==> src/rtl/stroke_err_accum.sv <==
// Streaming stroke error evaluator: per-pixel SAD of ref vs canvas and ref vs stroke colour,
// two-stage pipeline, saturating totals and an accept flag for the canvas writer.
//
// state | meaning
// IDLE  | waiting for start; totals and accept hold from the previous stroke
// RUN   | taking pixel beats until N have transferred
// DRAIN | letting the last beat leave the pipeline
// DONE  | one-cycle done pulse; accept already registered
module stroke_err_accum #(
  parameter int PIX_W = 8,
  parameter int CH    = 3,
  parameter int LEN_W = 8,
  parameter int ACC_W = 18
) (
  input  logic                  clk,
  input  logic                  rst,
  input  logic                  start,
  input  logic [CH*PIX_W-1:0]   stroke_color,
  input  logic [LEN_W-1:0]      stroke_len,
  output logic                  busy,
  input  logic                  pix_valid,
  output logic                  pix_ready,
  input  logic [CH*PIX_W-1:0]   ref_pix,
  input  logic [CH*PIX_W-1:0]   canvas_pix,
  output logic                  mask_valid,
  output logic                  mask,
  output logic                  done,
  output logic [ACC_W-1:0]      err_old,
  output logic [ACC_W-1:0]      err_new,
  output logic                  accept
);

  localparam int SUM_W = PIX_W + 2;
  localparam int SW    = ((ACC_W > SUM_W) ? ACC_W : SUM_W) + 1;
  localparam logic [SW-1:0] ACC_MAX = SW'({ACC_W{1'b1}});

  typedef enum logic [1:0] {S_IDLE, S_RUN, S_DRAIN, S_DONE} state_t;

  state_t state_q, state_d;

  logic [CH*PIX_W-1:0] color_q, color_d;
  logic [LEN_W-1:0]    len_q, len_d;
  logic [LEN_W-1:0]    cnt_q, cnt_d;
  logic [LEN_W:0]      cnt_inc;
  logic                last_beat;
  logic                xfer;
  logic                start_acc;

  logic [PIX_W:0]   diff_old [CH];
  logic [PIX_W:0]   diff_new [CH];
  logic [PIX_W-1:0] abs_old  [CH];
  logic [PIX_W-1:0] abs_new  [CH];
  logic [PIX_W-1:0] s1_old_q [CH];
  logic [PIX_W-1:0] s1_new_q [CH];
  logic             s1_v_q, s1_v_d;

  logic [SUM_W-1:0] sum_old, sum_new;
  logic [SW-1:0]    tot_old, tot_new;
  logic             mask_v_q, mask_v_d;
  logic             mask_q, mask_d;
  logic [ACC_W-1:0] err_old_q, err_old_d;
  logic [ACC_W-1:0] err_new_q, err_new_d;
  logic             accept_q, accept_d;

  // State register
  always_ff @(posedge clk or negedge rst) begin
    if (!rst) state_q <= S_IDLE;
    else      state_q <= state_d;
  end

  // Next state
  always_comb begin
    state_d = state_q;
    case (state_q)
      S_IDLE:  if (start) state_d = (stroke_len == '0) ? S_DONE : S_RUN;
      S_RUN:   if (xfer && last_beat) state_d = S_DRAIN;
      S_DRAIN: if (!s1_v_q) state_d = S_DONE;
      S_DONE:  state_d = S_IDLE;
      default: state_d = S_IDLE;
    endcase
  end

  // FSM outputs
  always_comb begin
    busy      = 1'b0;
    pix_ready = 1'b0;
    done      = 1'b0;
    case (state_q)
      S_RUN:   begin busy = 1'b1; pix_ready = 1'b1; end
      S_DRAIN: busy = 1'b1;
      S_DONE:  begin busy = 1'b1; done = 1'b1; end
      default: ;
    endcase
  end

  assign xfer      = pix_valid & pix_ready;
  assign start_acc = (state_q == S_IDLE) & start;
  assign cnt_inc   = {1'b0, cnt_q} + 1'b1;
  assign last_beat = (cnt_inc == {1'b0, len_q});

  // Stage 1: per-channel magnitudes from a one-bit-wider signed difference
  always_comb begin
    for (int i = 0; i < CH; i++) begin
      diff_old[i] = {1'b0, ref_pix[i*PIX_W +: PIX_W]} - {1'b0, canvas_pix[i*PIX_W +: PIX_W]};
      diff_new[i] = {1'b0, ref_pix[i*PIX_W +: PIX_W]} - {1'b0, color_q[i*PIX_W +: PIX_W]};
      abs_old[i]  = diff_old[i][PIX_W] ? (~diff_old[i][PIX_W-1:0] + 1'b1) : diff_old[i][PIX_W-1:0];
      abs_new[i]  = diff_new[i][PIX_W] ? (~diff_new[i][PIX_W-1:0] + 1'b1) : diff_new[i][PIX_W-1:0];
    end
  end

  // Stage 2: channel sums, compare, saturating accumulate
  always_comb begin
    sum_old = '0;
    sum_new = '0;
    for (int i = 0; i < CH; i++) begin
      sum_old = sum_old + {2'b00, s1_old_q[i]};
      sum_new = sum_new + {2'b00, s1_new_q[i]};
    end
    tot_old = SW'(err_old_q) + SW'(sum_old);
    tot_new = SW'(err_new_q) + SW'(sum_new);
  end

  always_comb begin
    color_d   = start_acc ? stroke_color : color_q;
    len_d     = start_acc ? stroke_len : len_q;
    cnt_d     = cnt_q;
    if (start_acc)  cnt_d = '0;
    else if (xfer)  cnt_d = cnt_inc[LEN_W-1:0];
    s1_v_d    = xfer;
    mask_v_d  = s1_v_q;
    mask_d    = s1_v_q & (sum_new < sum_old);
    err_old_d = err_old_q;
    err_new_d = err_new_q;
    accept_d  = accept_q;
    if (start_acc) begin
      err_old_d = '0;
      err_new_d = '0;
      accept_d  = 1'b0;
    end else begin
      if (s1_v_q) begin
        err_old_d = (tot_old > ACC_MAX) ? {ACC_W{1'b1}} : tot_old[ACC_W-1:0];
        err_new_d = (tot_new > ACC_MAX) ? {ACC_W{1'b1}} : tot_new[ACC_W-1:0];
      end
      // Totals are final here, so accept is ready in the same cycle as done
      if (state_q == S_DRAIN && !s1_v_q) accept_d = (err_new_q < err_old_q);
    end
  end

  always_ff @(posedge clk or negedge rst) begin
    if (!rst) begin
      color_q   <= '0;
      len_q     <= '0;
      cnt_q     <= '0;
      s1_v_q    <= 1'b0;
      mask_v_q  <= 1'b0;
      mask_q    <= 1'b0;
      err_old_q <= '0;
      err_new_q <= '0;
      accept_q  <= 1'b0;
      for (int i = 0; i < CH; i++) begin
        s1_old_q[i] <= '0;
        s1_new_q[i] <= '0;
      end
    end else begin
      color_q   <= color_d;
      len_q     <= len_d;
      cnt_q     <= cnt_d;
      s1_v_q    <= s1_v_d;
      mask_v_q  <= mask_v_d;
      mask_q    <= mask_d;
      err_old_q <= err_old_d;
      err_new_q <= err_new_d;
      accept_q  <= accept_d;
      if (xfer) begin
        for (int i = 0; i < CH; i++) begin
          s1_old_q[i] <= abs_old[i];
          s1_new_q[i] <= abs_new[i];
        end
      end
    end
  end

  assign mask_valid = mask_v_q;
  assign mask       = mask_q;
  assign err_old    = err_old_q;
  assign err_new    = err_new_q;
  assign accept     = accept_q;

endmodule

==> config.mk <==
export PLATFORM = sky130hd
export DESIGN_NAME = stroke_err_accum
export DESIGN_NICKNAME = d
export VERILOG_FILES = /design/src/rtl/stroke_err_accum.sv
export SDC_FILE = /design/constraint.sdc
export NUM_CORES = 1
export LEC_CHECK = 0
export ABC_AREA = 0
export BUFFER_PORTS_ARGS = -buffer_cell sky130_fd_sc_hd__buf_2
export CAP_MARGIN = 0
export CORE_MARGIN = 5
export CORE_UTILIZATION = 50
export DETAILED_ROUTE_END_ITERATION = 8
export GPL_TIMING_DRIVEN = 0
export PLACE_DENSITY = 0.67
export SYNTH_ARGS = -nofsm -noshare
export SYNTH_HDL_FRONTEND = slang
export SYNTH_SLANG_ARGS = --single-unit
export TNS_END_PERCENT = 50
==> constraint.sdc <==
create_clock -name clk -period 8.5 [get_ports clk]
set_clock_uncertainty 0.15 [all_clocks]
set_input_delay 0 -clock clk [delete_from_list [all_inputs] [get_ports clk]]
set_output_delay 0 -clock clk [all_outputs]
set_load 0.05 [all_outputs]
Word level (Yosys, flattened, before mapping). Cells that the tools add are included.

Word-level logic and storage cells: 89. Register bits: 130. Output and inout port bits: 42.

Multiplexer cells: 24. Add/sub/neg operators: 19. Reduce and logical (&&, ||, !) cells: 10. Bitwise operators: 9. Eq/ne operators: 7. Order comparisons: 4.

Operator list (count): $mux 18 (6); $mux 8 (8); $sub 8x8->9 (6); $add 8x1->8 const B (6); $not 8->8 (6); $add 18x10->19 (2); $gt 19x18->1 const B (2); $add 9x8->10 (2); $add 8x8->9 (2); $lt 18x18->1 (1); $lt 10x10->1 (1); $add 8x1->9 const B (1); $eq 9x8->1 (1); $logic_not 8->1 (1); $mux 2 (4); $pmux 2 s4 (1); $ne 2x2->1 const B (3); $reduce_bool 2->1 (3); $mux 1 (5); $eq 2x2->1 const B (2); $and 1x1->1 (3); $reduce_and 3->1 (1); $reduce_or 3->1 (1); $eq 2x1->1 const B (1); other kinds (3) (4).

Longest topological paths before layout. Gate-level depths: netlist of run 1.

Depth after elaboration: 7. Mapped depth: 19.

Least setup slack after synthesis of run 1. OpenSTA, ideal clock, no wires.

Path type: reg-to-reg. From: reg s1_old_q[1] in the netlist's numbering. To: reg err_old_q[16], in the netlist err_old[16]. Arrival: 3677 ps. Cell stages (with the launch flop): 20. Setup time: 94 ps. Period minus slack after synthesis: 3921 ps. Path slack: 4579 ps. Cell sequence: dfrtp_1 inv_1 fa_1 inv_1 ha_1 fa_1 a21oi_1 nor2_1 nor2_1 o21bai_1 a21oi_1 nor2b_1 o21ba_2 ha_1 o21a_1 nor2_1 a21oi_1 nor2b_1 a31oi_1 a211oi_1.

Longest elaborated chain between the ends: 6.

RTL lines: from (decl) (line 53) `logic [PIX_W-1:0] s1_old_q [CH];`; from (signal, indexed assignment) (line 176) `s1_old_q[i] <= abs_old[i];`; $add 9x8->10 * (line 116) `sum_old = sum_old + {2'b00, s1_old_q[i]};`; $add 18x10->19 * (line 119) `tot_old = SW'(err_old_q) + SW'(sum_old);`; $gt 19x18->1 (line 141) `err_old_d = (tot_old > ACC_MAX) ? {ACC_W{1'b1}} : tot_old[ACC_W-1:0];`; $mux 18 * (line 141); $mux 18 * (line 140) `if (s1_v_q) begin`; $mux 18 * (line 135) `if (start_acc) begin`; to (signal assigned) (line 171) `err_old_q <= err_old_d;`; to (decl) (line 61) `logic [ACC_W-1:0] err_old_q, err_old_d;`.

Mark *: on every way between the ends. The rest lies on a longest branch, timed or not. The select of a mux whose other input is x is not followed. A chain may end at the register's enable or synchronous reset.

Worst setup path after layout of run 1.
From: reg s1_old_q[1] in the netlist's numbering. To: reg err_old_q[3], in the netlist err_old[3].

Same word-level chain as after synthesis.

==> impl_results.md, run 1 <==
* Largest net degree at the start of global routing at 69
* Compound-Gate Fraction of Synth Area at 20.1%
* CTS Hold Bufs at between 40 and 50
* Final Slew Violations at 0
* Die ar. at between 0.02 and 0.025 mm2
* Unique masters post-synth at 60
* Residual DRC at 0
* Maximum root-to-sink buffer count at 2
* CP Launch Type: flop
* Critical path arrival at 4.60 ns
* Initial drt markers at 441
* Post-CTS setup buffers at 0
* RSZ-0062 raised after global routing: no
* Critical path class: reg -> reg
* Fin crit period at 4.48 ns
* Clk_lat worst skew at 0.42 ns
* Synthesis-to-finish area growth at 18.6%
* DR vias at just over 9000
* Final Hold Vio Count at 0
* Peak Freq at roughly 0.22 GHz
* Reg2reg path depth at 19
* Hold Crit Class: in -> reg
* ANT nets after route at 0
* Final net count at 1623
* GPL Wtd Cong at 0.854
* Post-Synth Simple-Gate Area at 14.8%
* Post-Synth Adder-Cell Area at 19.3%
* EDFF count, synth at 0
* Total grt overflow at 0
* Clock sink total at 130
* Routed wire per std cell at 16.1 um
* Syn avg cell area at 8.70 um2
* Asr flop ratio synth at 100%
* Core ar. at between 0.02 and 0.025 mm2
* Tcrit/Tclk final at 52.7%
* Worst hold stages at 4
* Chip width at 155 um
* First-pass detailed-route iteration total at 5
* Port Buffer Count at around 130
* Post-Synth XOR/XNOR Area at 8.86%
* Filler cells at roughly 1800
* Final setup fails at 0
* # resized after CTS at 0
* Slew margin rel. at 45.5%
* First-pass GRT wire length at between 40000 and 50000 um
* Tot GR Track Use at 22.9%
* Share of cells above drive strength 1 at 12.5%
* Cells after Synth at between 1000 and 1500
* Antenna diode count at 0
* CTS tree: done
* Starting Density at 50.3%
* Final HPWL DP at 21200 um
* Warnings, synthesis at 0
* Setup TNS Final at 0 ns
* Number of synthesized register bits at 130
* Sequential element share of the synthesized area at between 30% and 40%
* Vias in the first global route at roughly 9000
* Largest family of logic cells by synthesized area: compound AO/OA/AOI/OAI gates
* Status: finished clean
* Die H at around 150 um
* Max-cap violations at 0
* Vias per cell at 5.46
* Initial antenna violation count at 1
* Syn Nets at roughly 1400
* Synth Cell Area at 0.0105 mm2
* CP Data Required Time at approximately 8.6 ns
* Routed wire length at 27100 um
* Most used DFF post-synth: dfrtp_1
* Critical-path maximum fanout at 10
* IO Count at 126
* Row cnt at 53
* Crit. End Element: flop
* Multiplexer share of the synthesized area at 0.299%
* Clk root buf: clkbuf_16
* Clock-pin transition on the worst setup and hold timing paths at 0.05 ns
* Num CTS Buffers at 17
* H-tree Lvls at 4
* Least-Margin Pin Slew at 0.817 ns
## kinds of logic (layout without fill, tap and decap cells)
logic type               Yosys count  after routing
AO/OA/AOI/OAI                    340            340
AND/OR/NAND/NOR                  324            324
buffers and inverters            156            354
adder cells (fa/ha/maj)          146            146
flip-flops                       130            130
XOR/XNOR                         106            106
multiplexers                       3              3
## sequential cells by signal (all words and copies together) (netlist names)
register	cells
err_old	18
accept	1
s1_new_q	24
cnt_q	8
mask_v_d	1
len_q	8
err_new	18
s1_old_q	24
state_q	2
mask	1
mask_valid	1
color_q	24
## final timing paths
check	start	end	slack, ns
max	s1_old_q[1]	err_old[3]	4.02
min	pix_valid	s1_new_q[6]	0.03
max reg2reg	s1_old_q[1]	err_old[3]	4.02
min reg2reg	s1_old_q[7]	s1_old_q[7]	0.33
max in group asynchronous	rst	err_old[10]	6.73
min in group asynchronous	rst	err_old[14]	0.51
## placed cells by master, fill, tap and decap left out, types with 5 or more instances in the layout
cell type,instances
inv_1,125
o21ai_1,5
nand2_1,150
fa_1,26
clkbuf_1,32
or4b_1,5
nor2_1,50
dlygate4sd3_1,43
o41ai_1,5
o31ai_1,8
clkinv_2,5
a21boi_0,5
o211ai_1,19
o31a_1,5
a21o_1,12
buf_2,124
o21ai_0,131
nand3_1,17
dfrtp_1,130
a31oi_1,23
nand2b_1,17
o21bai_1,10
nor3_1,16
xor2_1,35
ha_1,120
xnor2_1,71
nor4_1,6
a21oi_1,64
o21a_1,18
clkbuf_16,17
a211oi_1,10
nand4_1,7
and3_1,11
nor2b_1,25
## worst max-delay path: stages, from the launching register on
cell and delay [ns]:
dfrtp_1 0.35, inv_1 0.07, fa_1 0.53, inv_1 0.04, ha_1 0.21, fa_1 0.40, a21oi_1 0.15, nor2_1 0.05
nor2_1 0.18, o21bai_1 0.09, a21oi_1 0.22, nor2b_1 0.09, o21ba_2 0.22, ha_1 0.32, o21a_1 0.12, nor2_1 0.24
a21oi_1 0.18, nand2b_1 0.15, clkbuf_1 0.41, a31oi_1 0.16
## per-stage QoR
step	cells	util [%]	instance area (um2)	hold slack [ns]	worst slack (ns)
after floorplan	1205	-	10500	-0.446	4.58
after global placement	1605	55.0	11400	0.0492	4.16
after detailed placement	1606	55.1	11500	-0.131	4.06
after CTS	1678	59.7	12400	0.0356	4.04
after global routing	1678	59.7	12400	0.0833	3.66
final	1678	59.7	12400	0.0333	4.02
## area by class of cell
cell class / count / area [um2] / share of cell area, %
inverters: 126 / 473 / 3.81
multi-input cells: 919 / 6630 / 53.4
clock buffers: 23 / 478 / 3.85
repair buffers: 169 / 1090 / 8.77
well taps: 275 / 344 / 2.77
plain buffers: 30 / 120 / 0.967
flip-flops and latches: 130 / 3250 / 26.2
clock inverters: 6 / 33.8 / 0.272
## Yosys cell counts (3+ instances only)
cell	number	area, um2
o21bai_1	10	75.1
o31ai_1	8	60.1
nor2_1	50	188
ha_1	120	1500
o21a_1	18	135
nor3_1	16	80.1
nand2_1	150	563
and4_2	4	40.0
o21ai_1	5	25.0
o41ai_1	5	43.8
a21o_1	12	90.1
clkbuf_1	29	109
or3_1	4	25.0
fa_1	26	521
inv_1	125	469
nand4_1	7	43.8
nor2b_1	25	156
a21oi_2	3	26.3
a21oi_1	64	320
o211ai_1	19	143
xnor2_1	71	622
a31oi_1	23	144
xor2_1	35	307
a21boi_0	5	37.5
nand2b_1	17	106
or4b_1	5	50.1
o21ai_0	131	656
o2111ai_1	4	35.0
nor4_1	6	37.5
nand3_1	17	85.1
dfrtp_1	130	3250
a211oi_1	10	75.1
and3_1	11	68.8
o31a_1	5	43.8
## metal layers
metal	up-vias	GRT usage (%)	part of all wire (%)	wire, um
met5	-	0	0	0
met4	0	9.67	3.3	906
met3	49	3.55	4.4	1190
met2	224	37.5	47	12700
met1	4335	30.2	45	12200
li1	4558	-	-	-
Power of run 1 is left out: the tool's default activity adds up to more than one toggle a clock period on the data nets, which glitch-free logic cannot reach.
==> inputs of run 2 (changes only) <==
==> constraint.sdc (replaced) <==
create_clock -name clk -period 4.6 [get_ports clk]
set_clock_uncertainty 0.15 [all_clocks]
set_input_delay 0 -clock clk [delete_from_list [all_inputs] [get_ports clk]]
set_output_delay 0 -clock clk [all_outputs]
set_load 0.05 [all_outputs]
==> run 2 against run 1 <==
  * Sequential share of layout area barely moved
  * Cell count is the same
  * Global-route usage unchanged
  * Non-clock buffer count stayed put
  * Critical endpoint is now err_old[16]
  * Register-to-register slack got worse by 3.7 ns
  * Utilization is 0.11 points higher
==> impl_results.md, run 2 (synthesized netlist as in run 1, its figures left out) <==
* Crit. End Element: flop
* Final Slew Violations at 0
* First-pass GRT wire length at 44500 um
* Initial drt markers at 466
* Slew margin rel. at 45.3%
* Commonest cells after routing, fill and taps aside: 150 x nand2_1, 131 x o21ai_0, 130 x dfrtp_1, 125 x inv_1, 124 x buf_2
* Synthesis-to-finish area growth at 18.8%
* Biggest regs: color_q: 24 flops, s1_new_q: 24 flops, s1_old_q: 24 flops
* Initial antenna violation count at 1
* Final net count at about 1600
* CP Launch Type: flop
* Clk root buf: clkbuf_16
* Clock sink total at 130
* Maximum root-to-sink buffer count at 2
* CTS tree: done
* Share of cells above drive strength 1 at 12.9%
* Vias in the first global route at between 8000 and 9000
* Post-CTS setup buffers at 0
* Row cnt at 53
* Post-route design area at 0.0124 mm2
* Status: finished clean
* Critical path class: reg -> reg
* H-tree Lvls at 4
* Total grt overflow at 0
* Least-Margin Pin Slew at 0.820 ns
* Max-cap violations at 0
* Tot GR Track Use at 22.9%
* IO Count at 126
* PnR worst setup slack at between 0.2 and 0.3 ns
* Core ar. at 0.0208 mm2
* Clock-pin transition on the worst setup and hold timing paths at 0.05 ns
* ANT nets after route at 0
* Final HPWL DP at 21200 um
* DR vias at 9142
* Largest net degree at the start of global routing at 69
* Setup TNS Final at 0 ns
* Routed wire length at 27000 um
* Filler cells at 1838
* Port Buffer Count at 125
* Die ar. at 0.0240 mm2
* GPL Wtd Cong at 0.854
* Critical path arrival at 4.49 ns
* Vias per cell at 5.45
* Antenna diode count at 0
* Hold Crit Class: in -> reg
* Chip width at 155 um
* Die H at 155 um
* Final Hold Vio Count at 0
* Tcrit/Tclk final at 93.7%
* Peak Freq at 0.232 GHz
* Critical-path maximum fanout at 6
* DP Area at 0.0115 mm2
* Final setup fails at 0
* Commonest non-fill, non-tap cell in the layout: nand2_1
* CP Data Required Time at 4.77 ns
* Residual DRC at 0
* Starting Density at 50.3%
* Routed wire per std cell at 16.1 um
* Pre-CTS setup slack at 0.159 ns
* RSZ-0062 raised after global routing: yes
* Clk_lat worst skew at 0.42 ns
* Num CTS Buffers at 17
* Fin crit period at roughly 4.3 ns
* First-pass detailed-route iteration total at 5
run 2: what timing repair did:
item / 4_1_cts / 5_1_grt
gates resized for setup: 0 / 7
hold buffers: 43 / 0
setup endpoints to repair: 0 / 17
hold endpoints to repair: 170 / 0
run 2: area by class of cell:
class / instances / area (um2) / share of cell area (%)
Buffer: 30 / 121 / 0.975
Clock buffer: 23 / 478 / 3.84
Clock inverter: 6 / 33.8 / 0.271
Inverter: 126 / 473 / 3.80
Multi-Input combinational cell: 919 / 6650 / 53.5
Sequential cell: 130 / 3250 / 26.1
Tap cell: 275 / 344 / 2.76
Timing Repair Buffer: 169 / 1090 / 8.76
run 2: worst paths after layout:
check                                  from     endpoint  slack [ns]  cells after the start
worst max register to register  s1_old_q[1]  err_old[16]        0.29                     19
worst min-delay path              pix_valid  s1_new_q[6]        0.03                      4
min in group asynchronous               rst  err_old[14]        0.52                      3
worst max-delay path            s1_old_q[1]  err_old[16]        0.29                     19
worst min register to register  s1_old_q[7]  s1_old_q[7]        0.34                      2
max in group asynchronous               rst  err_old[10]        2.82                      4
run 2: critical path, stage by stage, from the launching register on:
cell and delay (ns):
dfrtp_1 0.35, inv_1 0.07, fa_1 0.53, inv_1 0.04
ha_1 0.21, fa_1 0.40, a21oi_1 0.15, nor2_1 0.05
nor2_1 0.18, o21bai_1 0.09, a21oi_1 0.22, xnor2_1 0.17
ha_1 0.37, o21ai_0 0.12, nand2b_1 0.10, o41ai_2 0.10
a21oi_2 0.30, nor2b_2 0.29, a31oi_1 0.12, a211oi_1 0.21
run 2: through the flow:
stage | hold WS [ns] | utilization [%] | std cells
finish | 0.0312 | 59.8 | 1678
global route | 0.0833 | 59.8 | 1678
CTS | 0.0356 | 59.7 | 1678
detailed placement | -0.131 | 55.1 | 1606
global placement | 0.0492 | 55.0 | 1605
floorplan | -0.446 | - | 1205
run 2: layer usage:
layer / global-route usage, % / vias to the layer above / share of wire [%]
met2: 37.5 / 224 / 47
met5: 0 / - / 0
met3: 3.55 / 45 / 4.7
met1: 30.2 / 4318 / 45
met4: 9.67 / 0 / 3.2
li1: - / 4555 / -
Power of run 2 is left out for the same reason.
==> inputs of run 3 (changes only) <==
--- a/config.mk
+++ b/config.mk
@@ -12,7 +12,8 @@
 export CORE_UTILIZATION = 50
 export DETAILED_ROUTE_END_ITERATION = 8
 export GPL_TIMING_DRIVEN = 0
-export PLACE_DENSITY = 0.67
+export PLACE_DENSITY = 0.7
+export SETUP_SLACK_MARGIN = 0.4
 export SYNTH_ARGS = -nofsm -noshare
 export SYNTH_HDL_FRONTEND = slang
 export SYNTH_SLANG_ARGS = --single-unit
==> constraint.sdc (replaced) <==
create_clock -name clk -period 3.6 [get_ports clk]
set_clock_uncertainty 0.15 [all_clocks]
set_input_delay 0 -clock clk [delete_from_list [all_inputs] [get_ports clk]]
set_output_delay 0 -clock clk [all_outputs]
set_load 0.05 [all_outputs]
==> run 3 against run 2 <==
  * The flow now finishes with violations (negative hold slack, negative setup slack)
  * First-iteration DRC count shrank 0.21%
  * Sequential share of layout area shrank 1.7 points
  * Sequential cell count is the same
  * Maximum frequency grew 11%
  * Global-route usage is essentially flat
  * Wire length grew 2.6%
  * Cell count grew 2.0%
  * Via count grew 2.4%
  * Worst hold slack lost 0.041 ns
  * Critical path type unchanged
  * Largest cell class unchanged
==> impl_results.md, run 3 (synthesized netlist as in run 1, its figures left out) <==
* Status: complete, but fails checks
* Violated checks: negative hold slack, negative setup slack
* Num CTS Buffers at 17
* Routed wire length at 27700 um
* First-pass GRT wire length at 44700 um
* Hold WS at -0.00980 ns
* Crit. End Element: flop
* ANT nets after route at 0
* Biggest regs: color_q: 24 flops, s1_new_q: 24 flops, s1_old_q: 24 flops
* Tcrit/Tclk final at 108%
* Port Buffer Count at 125
* Final Slew Violations at 0
* WL met1 at 12300 um
* Critical-path maximum fanout at 5
* Vias per cell at 5.47
* Initial antenna violation count at 0
* Residual DRC at 0
* Clk_lat worst skew at around 0.42 ns
* Peak Freq at 0.257 GHz
* Final Hold Vio Count at 5
* Core ar. at 0.0208 mm2
* PnR worst setup slack at -0.293 ns
* Final HPWL DP at between 20000 and 25000 um
* Starting Density at 50.3%
* CP Data Required Time at 3.72 ns
* Final net count at 1655
* Metal2 WL at 13500 um
* Commonest cells after routing, fill and taps aside: 147 x nand2_1, 130 x dfrtp_1, 125 x o21ai_0, 124 x buf_2, 116 x inv_1
* Row cnt at 53
* IO Count at 126
* First-pass detailed-route iteration total at 5
* Total grt overflow at 0
* RSZ-0062 raised after global routing: yes
* Final setup fails at 36
* Share of cells above drive strength 1 at 20.9%
* Setup TNS Final at -8.15 ns
* Clock-pin transition on the worst setup and hold timing paths at ~0.060 ns
* Largest net degree at the start of global routing at between 60 and 70
* Antenna diode count at 0
* Slew margin rel. at around 47%
* Tot GR Track Use at 22.9%
* Chip width at 155 um
* Maximum root-to-sink buffer count at 2
* Clk root buf: clkbuf_16
* Synthesis-to-finish area growth at 27.1%
* Initial drt markers at ~470
* Critical path class: reg -> reg
* CP Launch Type: flop
* H-tree Lvls at 4
* Die ar. at 0.0240 mm2
* Hold Crit Class: in -> async
* Least-Margin Pin Slew at 0.795 ns
* GPL Wtd Cong at 0.848
* Met3 Routed Length at 1070 um
* Max-cap violations at 0
* Commonest non-fill, non-tap cell in the layout: nand2_1
* R2r setup slk at -0.29 ns
* DR top layer: met4
* Die H at 155 um
* Routed wire per std cell at 16.2 um
* Critical path arrival at 4.02 ns
* Vias in the first global route at 9175
* Fin crit period at 3.89 ns
* DR vias at 9363
* Clock sink total at 130
* CTS tree: done
[run 3: area by class of cell]
type                       count  area (um2)
fill                        1708        7500
multi-input combinational    919        7160
sequential                   130        3250
timing repair buffer         201        1350
inverter                     126         473
clock buffer                  19         443
tap                          275         344
clock inverter                11         163
buffer                        30         135
[run 3: path summary, 6_finish.rpt]
kind                               from      endpoint  depth (start not counted)
max                        s1_old_q[17]   err_old[14]                         19
min                                 rst    err_old[1]                          2
max reg2reg                s1_old_q[17]   err_old[14]                         19
min reg2reg                 s1_old_q[9]   s1_old_q[9]                          2
max in group asynchronous           rst   color_q[14]                          3
min in group clk            ref_pix[15]  s1_new_q[15]                          5
[run 3: worst max-delay path: stages, from the launching register on]
cell	delay, ns
dfrtp_1	0.36
inv_2	0.04
fa_1	0.53
inv_1	0.04
ha_2	0.19
fa_2	0.37
a21oi_2	0.16
nor2_2	0.05
nor2_2	0.12
o21bai_1	0.10
a21oi_2	0.22
nor2b_2	0.08
o21ba_4	0.22
ha_4	0.28
o21a_1	0.17
nor2_4	0.06
a21oi_4	0.18
nor2b_4	0.20
and3_1	0.17
nor3_1	0.04
[run 3: what timing repair did]
action / in CTS / in global routing
setup endpoints to repair: 37 / 37
setup buffers: 26 / 8
pin swaps: 49 / 23
gates resized for setup: 63 / 27
hold buffers: 41 / 0
hold endpoints to repair: 170 / 0
[run 3: metrics by stage]
step	cell area [um2]	setup WS [ns]	util [%]	hold WS (ns)	instances
final	13300	-0.293	64.0	-0.00980	1711
after global routing	13300	-0.531	64.0	0.0438	1711
after CTS	13100	-0.246	62.9	0.0100	1703
after detailed placement	11600	-0.495	55.7	-0.112	1606
after global placement	11600	-0.407	55.5	0.0469	1605
after floorplan	10600	-0.0826	-	-0.446	1205
[run 3: layer usage]
metal	vias to the layer above	track usage, %
met3	43	3.61
met2	223	39.5
met5	-	0
li1	4629	-
met1	4468	29.4
met4	0	7.40
Power of run 3 is left out for the same reason.
